--- src/rtl/twiddle_pkg.sv ---
// twiddle_pkg: shared types and elaboration helpers for the twiddle generator
package twiddle_pkg;
  typedef enum logic [1:0] {S_IDLE, S_RUN, S_DRAIN} seq_state_e;
  function automatic int clog2(input int v);
    int r = 0;
    while ((1 << r) < v) r++;
    return r;
  endfunction
  function automatic int qdepth(input int n);
    return n / 4 + 1;
  endfunction
  function automatic logic stage_ok(input int s, input int log2n);
    return s < log2n;
  endfunction
endpackage

--- src/rtl/twiddle_qrom.sv ---
// twiddle_qrom: quarter-wave cosine table with two registered read ports
module twiddle_qrom import twiddle_pkg::*; #(
  parameter int FFT_LEN = 512,
  parameter int WIDTH = 16,
  parameter string MEM_FILE = "cos_q.mem",
  localparam int AW = clog2(qdepth(FFT_LEN))
) (
  input  logic                    clk,
  input  logic                    en_i,
  input  logic [AW-1:0]           ra_i,
  input  logic [AW-1:0]           ia_i,
  output logic signed [WIDTH-1:0] cr_o,
  output logic signed [WIDTH-1:0] ci_o
);
  localparam int DEPTH = qdepth(FFT_LEN);
  function automatic longint qcos(input int i);
    longint pi_q = 64'sd3373259426;
    longint x = (2 * pi_q * i) / FFT_LEN;
    longint x2 = (x * x) >>> 30;
    longint term = 64'sd1 << 30;
    longint sum = term;
    for (int n = 1; n <= 12; n++) begin
      term = -((term * x2) >>> 30) / ((2 * n - 1) * (2 * n));
      sum += term;
    end
    return (sum * ((64'sd1 << (WIDTH - 1)) - 1) + (64'sd1 << 29)) >>> 30;
  endfunction
  logic [WIDTH-1:0] tab [DEPTH];
  for (genvar i = 0; i < DEPTH; i++) begin : g_e
    localparam logic [WIDTH-1:0] V = WIDTH'(qcos(i));
    assign tab[i] = V;
  end
  always_ff @(posedge clk) begin
    if (en_i) begin
      cr_o <= tab[ra_i];
      ci_o <= tab[ia_i];
    end
  end
endmodule

--- src/rtl/twiddle_gen.sv ---
// twiddle_gen: streams one FFT stage of twiddle factors rebuilt from a quarter-wave table
module twiddle_gen import twiddle_pkg::*; #(
  parameter int FFT_LEN = 512,
  parameter int LOG2N = 9,
  parameter int WIDTH = 16,
  parameter string MEM_FILE = "cos_q.mem"
) (
  input  logic               clk,
  input  logic               rst_n,
  input  logic               start,
  input  logic [LOG2N-1:0]   stage,
  input  logic               inverse,
  output logic               busy,
  output logic [WIDTH-1:0]   W_re,
  output logic [WIDTH-1:0]   W_im,
  output logic [LOG2N-2:0]   tw_index,
  output logic               tw_valid,
  input  logic               tw_ready,
  output logic               tw_last
);
  localparam int KW = LOG2N - 1;
  localparam int AW = clog2(qdepth(FFT_LEN));
  localparam logic [KW-1:0] HALF_M1 = KW'(FFT_LEN / 2 - 1);
  localparam logic [KW:0] HALF = (KW + 1)'(FFT_LEN / 2);
  localparam logic [KW:0] QTR = (KW + 1)'(FFT_LEN / 4);
  seq_state_e state_q;
  logic busy_q, inv_q, en, accept, hi_d;
  logic [KW-1:0] cnt_q, k_d;
  logic [LOG2N-1:0] s_q;
  logic [KW:0] kx, ra_x, ia_x;
  logic [AW-1:0] ra_d, ia_d, ra_q, ia_q;
  logic v1_q, last1_q, neg1_q, v2_q, last2_q, neg2_q;
  logic [KW-1:0] idx1_q, idx2_q, tw_index_q;
  logic signed [WIDTH-1:0] cr, ci, w_re_q, w_im_q;
  logic tw_valid_q, tw_last_q;
  // stall decode, start qualification, index generation and quadrant fold
  always_comb begin
    en = !(tw_valid_q && !tw_ready);
    accept = start && state_q == S_IDLE && stage_ok(int'(stage), LOG2N);
    k_d = (cnt_q & (HALF_M1 >> s_q)) << s_q;
    kx = {1'b0, k_d};
    hi_d = kx >= QTR;
    ra_x = hi_d ? HALF - kx : kx;
    ia_x = hi_d ? kx - QTR : QTR - kx;
    ra_d = AW'(ra_x);
    ia_d = AW'(ia_x);
  end
  // sequencer: issue N/2 indices, then wait for the last handshake to drain
  always_ff @(posedge clk) begin
    if (!rst_n) begin
      state_q <= S_IDLE;
      busy_q <= 1'b0;
      cnt_q <= '0;
      s_q <= '0;
      inv_q <= 1'b0;
    end else begin
      case (state_q)
        S_IDLE: if (accept) begin
          state_q <= S_RUN;
          busy_q <= 1'b1;
          cnt_q <= '0;
          s_q <= stage;
          inv_q <= inverse;
        end
        S_RUN: if (en) begin
          cnt_q <= cnt_q + 1'b1;
          if (cnt_q == HALF_M1) state_q <= S_DRAIN;
        end
        S_DRAIN: if (tw_valid_q && tw_ready && tw_last_q) begin
          state_q <= S_IDLE;
          busy_q <= 1'b0;
        end
        default: state_q <= S_IDLE;
      endcase
    end
  end
  twiddle_qrom #(.FFT_LEN(FFT_LEN), .WIDTH(WIDTH), .MEM_FILE(MEM_FILE)) u_rom (
    .clk(clk), .en_i(en), .ra_i(ra_q), .ia_i(ia_q), .cr_o(cr), .ci_o(ci)
  );
  // fold, table-read tag and sign stages advance together under one enable
  always_ff @(posedge clk) begin
    if (!rst_n) begin
      {v1_q, last1_q, neg1_q, v2_q, last2_q, neg2_q} <= '0;
      {idx1_q, idx2_q, tw_index_q, ra_q, ia_q} <= '0;
      {tw_valid_q, tw_last_q, w_re_q, w_im_q} <= '0;
    end else if (en) begin
      v1_q <= state_q == S_RUN;
      last1_q <= cnt_q == HALF_M1;
      neg1_q <= hi_d;
      idx1_q <= k_d;
      ra_q <= ra_d;
      ia_q <= ia_d;
      v2_q <= v1_q;
      last2_q <= last1_q;
      neg2_q <= neg1_q;
      idx2_q <= idx1_q;
      tw_valid_q <= v2_q;
      tw_last_q <= v2_q && last2_q;
      if (v2_q) begin
        tw_index_q <= idx2_q;
        w_re_q <= neg2_q ? -cr : cr;
        w_im_q <= inv_q ? ci : -ci;
      end
    end
  end
  assign busy = busy_q;
  assign W_re = w_re_q;
  assign W_im = w_im_q;
  assign tw_index = tw_index_q;
  assign tw_valid = tw_valid_q;
  assign tw_last = tw_last_q;
endmodule
--- config.mk ---
export PLATFORM = sky130hd
export DESIGN_NAME = twiddle_gen
export DESIGN_NICKNAME = d
export VERILOG_FILES = /design/src/rtl/twiddle_pkg.sv /design/src/rtl/twiddle_qrom.sv /design/src/rtl/twiddle_gen.sv
export SDC_FILE = /design/constraint.sdc
export NUM_CORES = 1
export LEC_CHECK = 0
export BUFFER_PORTS_ARGS = -buffer_cell sky130_fd_sc_hd__buf_2
export CORE_ASPECT_RATIO = 1.5
export CORE_UTILIZATION = 45
export DETAILED_ROUTE_END_ITERATION = 12
export HOLD_SLACK_MARGIN = 0.12
export SLEW_MARGIN = 20
export SYNTH_ARGS = -nofsm -noshare
export SYNTH_HDL_FRONTEND = slang
export SYNTH_HIERARCHICAL = 1
export SYNTH_SLANG_ARGS = --single-unit
--- constraint.sdc ---
create_clock -name clk -period 3.1 [get_ports clk]
set_clock_uncertainty 0.05 [all_clocks]
set_input_delay 0.62 -clock clk [delete_from_list [all_inputs] [get_ports clk]]
set_output_delay 0.62 -clock clk [all_outputs]
set_load 0.01 [all_outputs]
# Yosys cells after proc, flatten, opt, wreduce, memory -nomap -nowiden
# Memory sizes are Yosys's and may differ from the RTL's. A register that Yosys moved wholly into a read port is not among the register bits.
# Cells that the tools add are included.
[word_totals] wordCells=75 rom_bits=8192 n_memories=2 latch_bits=0 ram_bits=0 ff_bits=101
[memory_table] memory="(no name shown)" words=256 word_bits=16 rd=1 rd_ports_with_merged_regs=1 wr=0 line_no="twiddle_qrom.sv:36" text="ci_o <= tab[ia_i];"
[memory_table] memory="(no name shown)" words=256 word_bits=16 rd=1 rd_ports_with_merged_regs=1 wr=0 line_no="twiddle_qrom.sv:35" text="cr_o <= tab[ra_i];"
[op_classes] n_lt_le_gt_ge=2 n_mux=15 reduce_logical=17 multipliers=0 shifts=2 addsub=6 bitwise_logic=4 div_mod_pow=0 n_eq_ne=7
[op_table] operator="$mux 16" n=2
[op_table] operator="$mux 8" n=4
[op_table] operator="$neg 16->16" n=2
[op_table] operator="$not 8->9" n=2
[op_table] operator="$pmux 8 s2" n=1
[op_table] operator="$lt 9x4->1 const B" n=1
[op_table] operator="$shl 8x9->8" n=1
[op_table] operator="$shr 8x9->8 const A" n=1
[op_table] operator="$add 8x1->8 const B" n=1
[op_table] operator="$and 8x8->8" n=1
[op_table] operator="$eq 8x8->1 const B" n=1
[op_table] operator="$ge 8x8->1 const B" n=1
[op_table] operator="$mux 2" n=4
[op_table] operator="$ne 2x2->1 const B" n=4
[op_table] operator="$sub 1x8->8 const A" n=1
[op_table] operator="$sub 8x8->8 const A" n=1
[op_table] operator="$sub 8x8->8 const B" n=1
[op_table] operator="$logic_and 1x1->1" n=6
[op_table] operator="$pmux 2 s3" n=1
[op_table] operator="$reduce_and 3->1" n=2
[op_table] operator="$reduce_and 2->1" n=2
[op_table] operator="$reduce_and 4->1" n=1
[op_table] operator="$reduce_bool 2->1" n=2
[op_table] operator="$logic_not 1->1" n=3
[op_table] operator="other kinds (6)" n=7

# Depth between registers and ports, before layout
[logic_depth] word_depth=5 depth_mapped=12 depth_no_buf=10

# Cells and area by module
# Netlist, hierarchy kept.
[by_module_without_submodules] mod="twiddle_qrom" seq_area_each_um2=900.9 instances=1 cells_per_inst=849 area_each_um2=6003.3
[by_module_without_submodules] mod="twiddle_gen" seq_area_each_um2=1941.9 instances=1 cells_per_inst=582 area_each_um2=4855.9

# Least setup slack after synthesis
# OpenSTA, ideal clock, no wires.
[synth_timing] kind="register to register" from="register ra_q[0]" to="register u_rom.cr_o[8] (data pin)" path_stages_with_launch=9 t_arrival_ps=2638 path_buffers=1 synth_period_minus_slack_ps=2855 setup_slack_ps=245 cell_sequence="dfxtp_1 clkbuf_1 inv_1 ha_1 inv_2 mux4_2 and2_0 a311o_1 a221oi_2"
[synth_between] elab_chain_cells=1
[synth_lines] item="from (decl)" line_no="twiddle_gen.sv:31" text="logic [AW-1:0] ra_d, ia_d, ra_q, ia_q;"
[synth_lines] item="from (signal assigned)" line_no="twiddle_gen.sv:91" text="ra_q <= ra_d;"
[synth_lines] item="$not 8->9 (implied by the code)" line_no="twiddle_qrom.sv:35"
[synth_lines] item="to (decl)" line_no="twiddle_qrom.sv:12" text="output logic signed [WIDTH-1:0] cr_o,"
# Every way passes these cells.
# A chain may end at the register's enable or synchronous reset.

# Final worst setup path
[layout_timing] from="register ra_q[0]" to="register u_rom.cr_o[5] (data pin)"
# The elaborated chain is that of the path after synthesis.

==> metrics <==
CP Cell Sequence buf_4 -> ha_1 -> nor3_1 -> a21oi_1 -> a22oi_1 -> mux2i_1 -> a2111oi_1; port bufs 56; vias post-DR 11,400; Clk pin slew, worst setup/hold paths 0.07 ns; final setup fails 0; Worst-Skew Late Latency 0.43 ns; Routed Antenna Nets 0; Post-CTS Resized 0; Power Dens Cells 327 nW/um^2; site row count 69; wire per inst 21.8 um; Final period util 89.2%; clk buf depth 2; setup TNS 0 ns; layout cells sized above 1 14.0%; Synth cell types 80; final core occ 50.3%; dpl cells 1,712; Syn Area/Cell 7.59 um^2; fmax 0.362 GHz; count of pins over their slew limit 0; gr usage total 30.8%; Post-CTS Setup Repair Bufs 0; post-synthesis sequential area ratio 26.2%; register area 2850 um^2; Finished Layout Cells 1,744; initial DRC count 1,807; Max stage delay on crit path 0.62 ns; overall power 3.89 mW; initial antenna violation count 0; Sink Count 127; CTS tree done; outcome complete, no violations; die width 129 um; core area 23,700 um^2; Synth top cells by count 163 x nand2_1, 111 x o21ai_0, 98 x a21oi_1; vias in the first global route 10,500; Num CTS Buffers 17; # hold bufs at CTS 0; Worst-Margin Slew 0.874 ns; Overflow after GRT 0; TritonRoute pass-1 iters 6; post-synth top area cell dfxtp_1; CTS H-tree depth 4; Post-Syn Area 10,900 um^2; main area contributors after synthesis dfxtp_1 18%, edfxtp_1 8.3%, nand2_1 5.6%; RSZ-0062 raised after global routing false; normalized max-slew margin 41.7%; first-pass GRT wire length 59,000 um; EDFF count, synth 30; Max VDD drop 0.330 mV; Crit. End Element register; Initial Util 45.9%; Final Critical Period 2.76 ns; Top FF cell, synth dfxtp_1; Die Ht 192 um; CTS root buf clkbuf_16; Antenna Cells 0; largest net degree at the start of global routing 104; Critical Path RT 3.20 ns; Syn-to-layout area delta 9.55%; Post-Synthesis Cells 1,431; drt total wl 38,100 um; CP Launch Type register; nets 1,454; Vias/cell 6.54; Filler cells 2,397; worst-path maximum fanout 19; Yosys reg bits 127; Max-Cap Viols 0; CP max-delay cell a2111oi_1; DP Wirelength 26,300 um; YS warnings 6; # IOs 57; Async SR Flop Fraction 0%; GP Congestion 1.00; Hold Fails Final Rpt 0; CP Class register to register; Yosys top cell area share 17.9%; area of the multi-input gates 7160 um^2; min-delay worst type register to register; Critical Path AT 2.87 ns; die footprint 24,800 um^2; LEAKAGE 4.50 nW; count leader, synth nand2_1; drc violations 0
[cell families (layout without fill, tap and decap cells)]
logic type      after synthesis  count (layout)  synth area share, %
compound gates              517             517                 33.0
xor+xnor                     39              39                 3.15
fa+ha+maj                    28              28                 3.23
buf+inv                     196             189                 7.94
flops                       127             127                 26.2
mux                          38              38                 4.72
other cells                   1               2               0.0345
simple gates                485             485                 21.8
[layer usage]
metal	track usage, %	share of wire (%)	up-vias
met3	4.88	8.1	173
met1	38.3	40	5320
met2	50.4	46	692
met4	17.8	5.8	0
li1	-	-	5223
met5	0	0	-
[per-stage QoR]
stage | cell area (um^2) | setup slack [ns] | hold WS (ns)
2_1_floorplan | 10900 | 0.245 | 0.391
3_3_place_gp | 11300 | 0.478 | 0.388
3_5_place_dp | 11300 | 0.471 | 0.397
4_1_cts | 11900 | 0.444 | 0.404
5_1_grt | 11900 | 0.266 | 0.421
6_report | 11900 | 0.335 | 0.406
[worst paths after layout]
check / from / to / slack [ns] / cells past startpoint
setup reg to reg: ra_q[0]$_SDFFE_PN0N_ / u_rom/cr_o[5]$_SDFFCE_PP0P_ / 0.34 / 7
hold / removal: tw_index[4]$_SDFFE_PN0P_ / tw_index[4]$_SDFFE_PN0P_ / 0.41 / 2
hold reg to reg: tw_index[4]$_SDFFE_PN0P_ / tw_index[4]$_SDFFE_PN0P_ / 0.41 / 2
setup / recovery: ra_q[0]$_SDFFE_PN0N_ / u_rom/cr_o[5]$_SDFFCE_PP0P_ / 0.34 / 7
[state kept, by name (all words and copies together), names as in the netlist, 2 cells and up]
name        count
W_im           16
W_re           16
cnt_q           8
ia_q            7
idx1_q          6
idx2_q          7
ra_q            8
s_q             9
state_q         2
tw_index        8
u_rom/ci_o     15
u_rom/cr_o     15
[worst max-delay path: cells and delay by family, from the launching register on]
| kind | cells | cell delay [ns] |
|---|---|---|
| simple gates | 1 | 0.43 |
| buf+inv | 1 | 0.24 |
| compound gates | 3 | 0.92 |
| mux | 1 | 0.10 |
| fa+ha+maj | 1 | 0.42 |
| flops | 1 | 0.33 |
[placed cells by master, fill, tap and decap left out, types with 25 or more instances in the layout]
master,n
nand2_1,163
edfxtp_1,30
nand3_1,39
o21ai_0,111
o211ai_1,31
nor2_1,83
a21boi_0,40
nor3_1,32
a211oi_1,30
a21oi_1,98
buf_4,59
nor2b_1,32
buf_2,56
ha_1,28
inv_1,35
a31oi_1,25
dfxtp_1,91
nand2b_1,45
[where the power goes]
| part | switching [mW] | leakage (nW) | internal [mW] |
|---|---|---|---|
| registers | 0.0279 | 1.06 | 1.71 |
| clock network | 0.852 | 0.279 | 1.13 |
| logic | 0.102 | 3.16 | 0.0705 |
[cell type report]
type,count,area share (%)
Inverter,40,1.28
Clock inverter,15,1.21
Sequential cell,127,24.0
Multi-Input combinational cell,1109,60.2
Timing Repair Buffer,117,6.42
Clock buffer,17,3.58
Tap cell,319,3.36
Power figures use the tool's default switching activity.
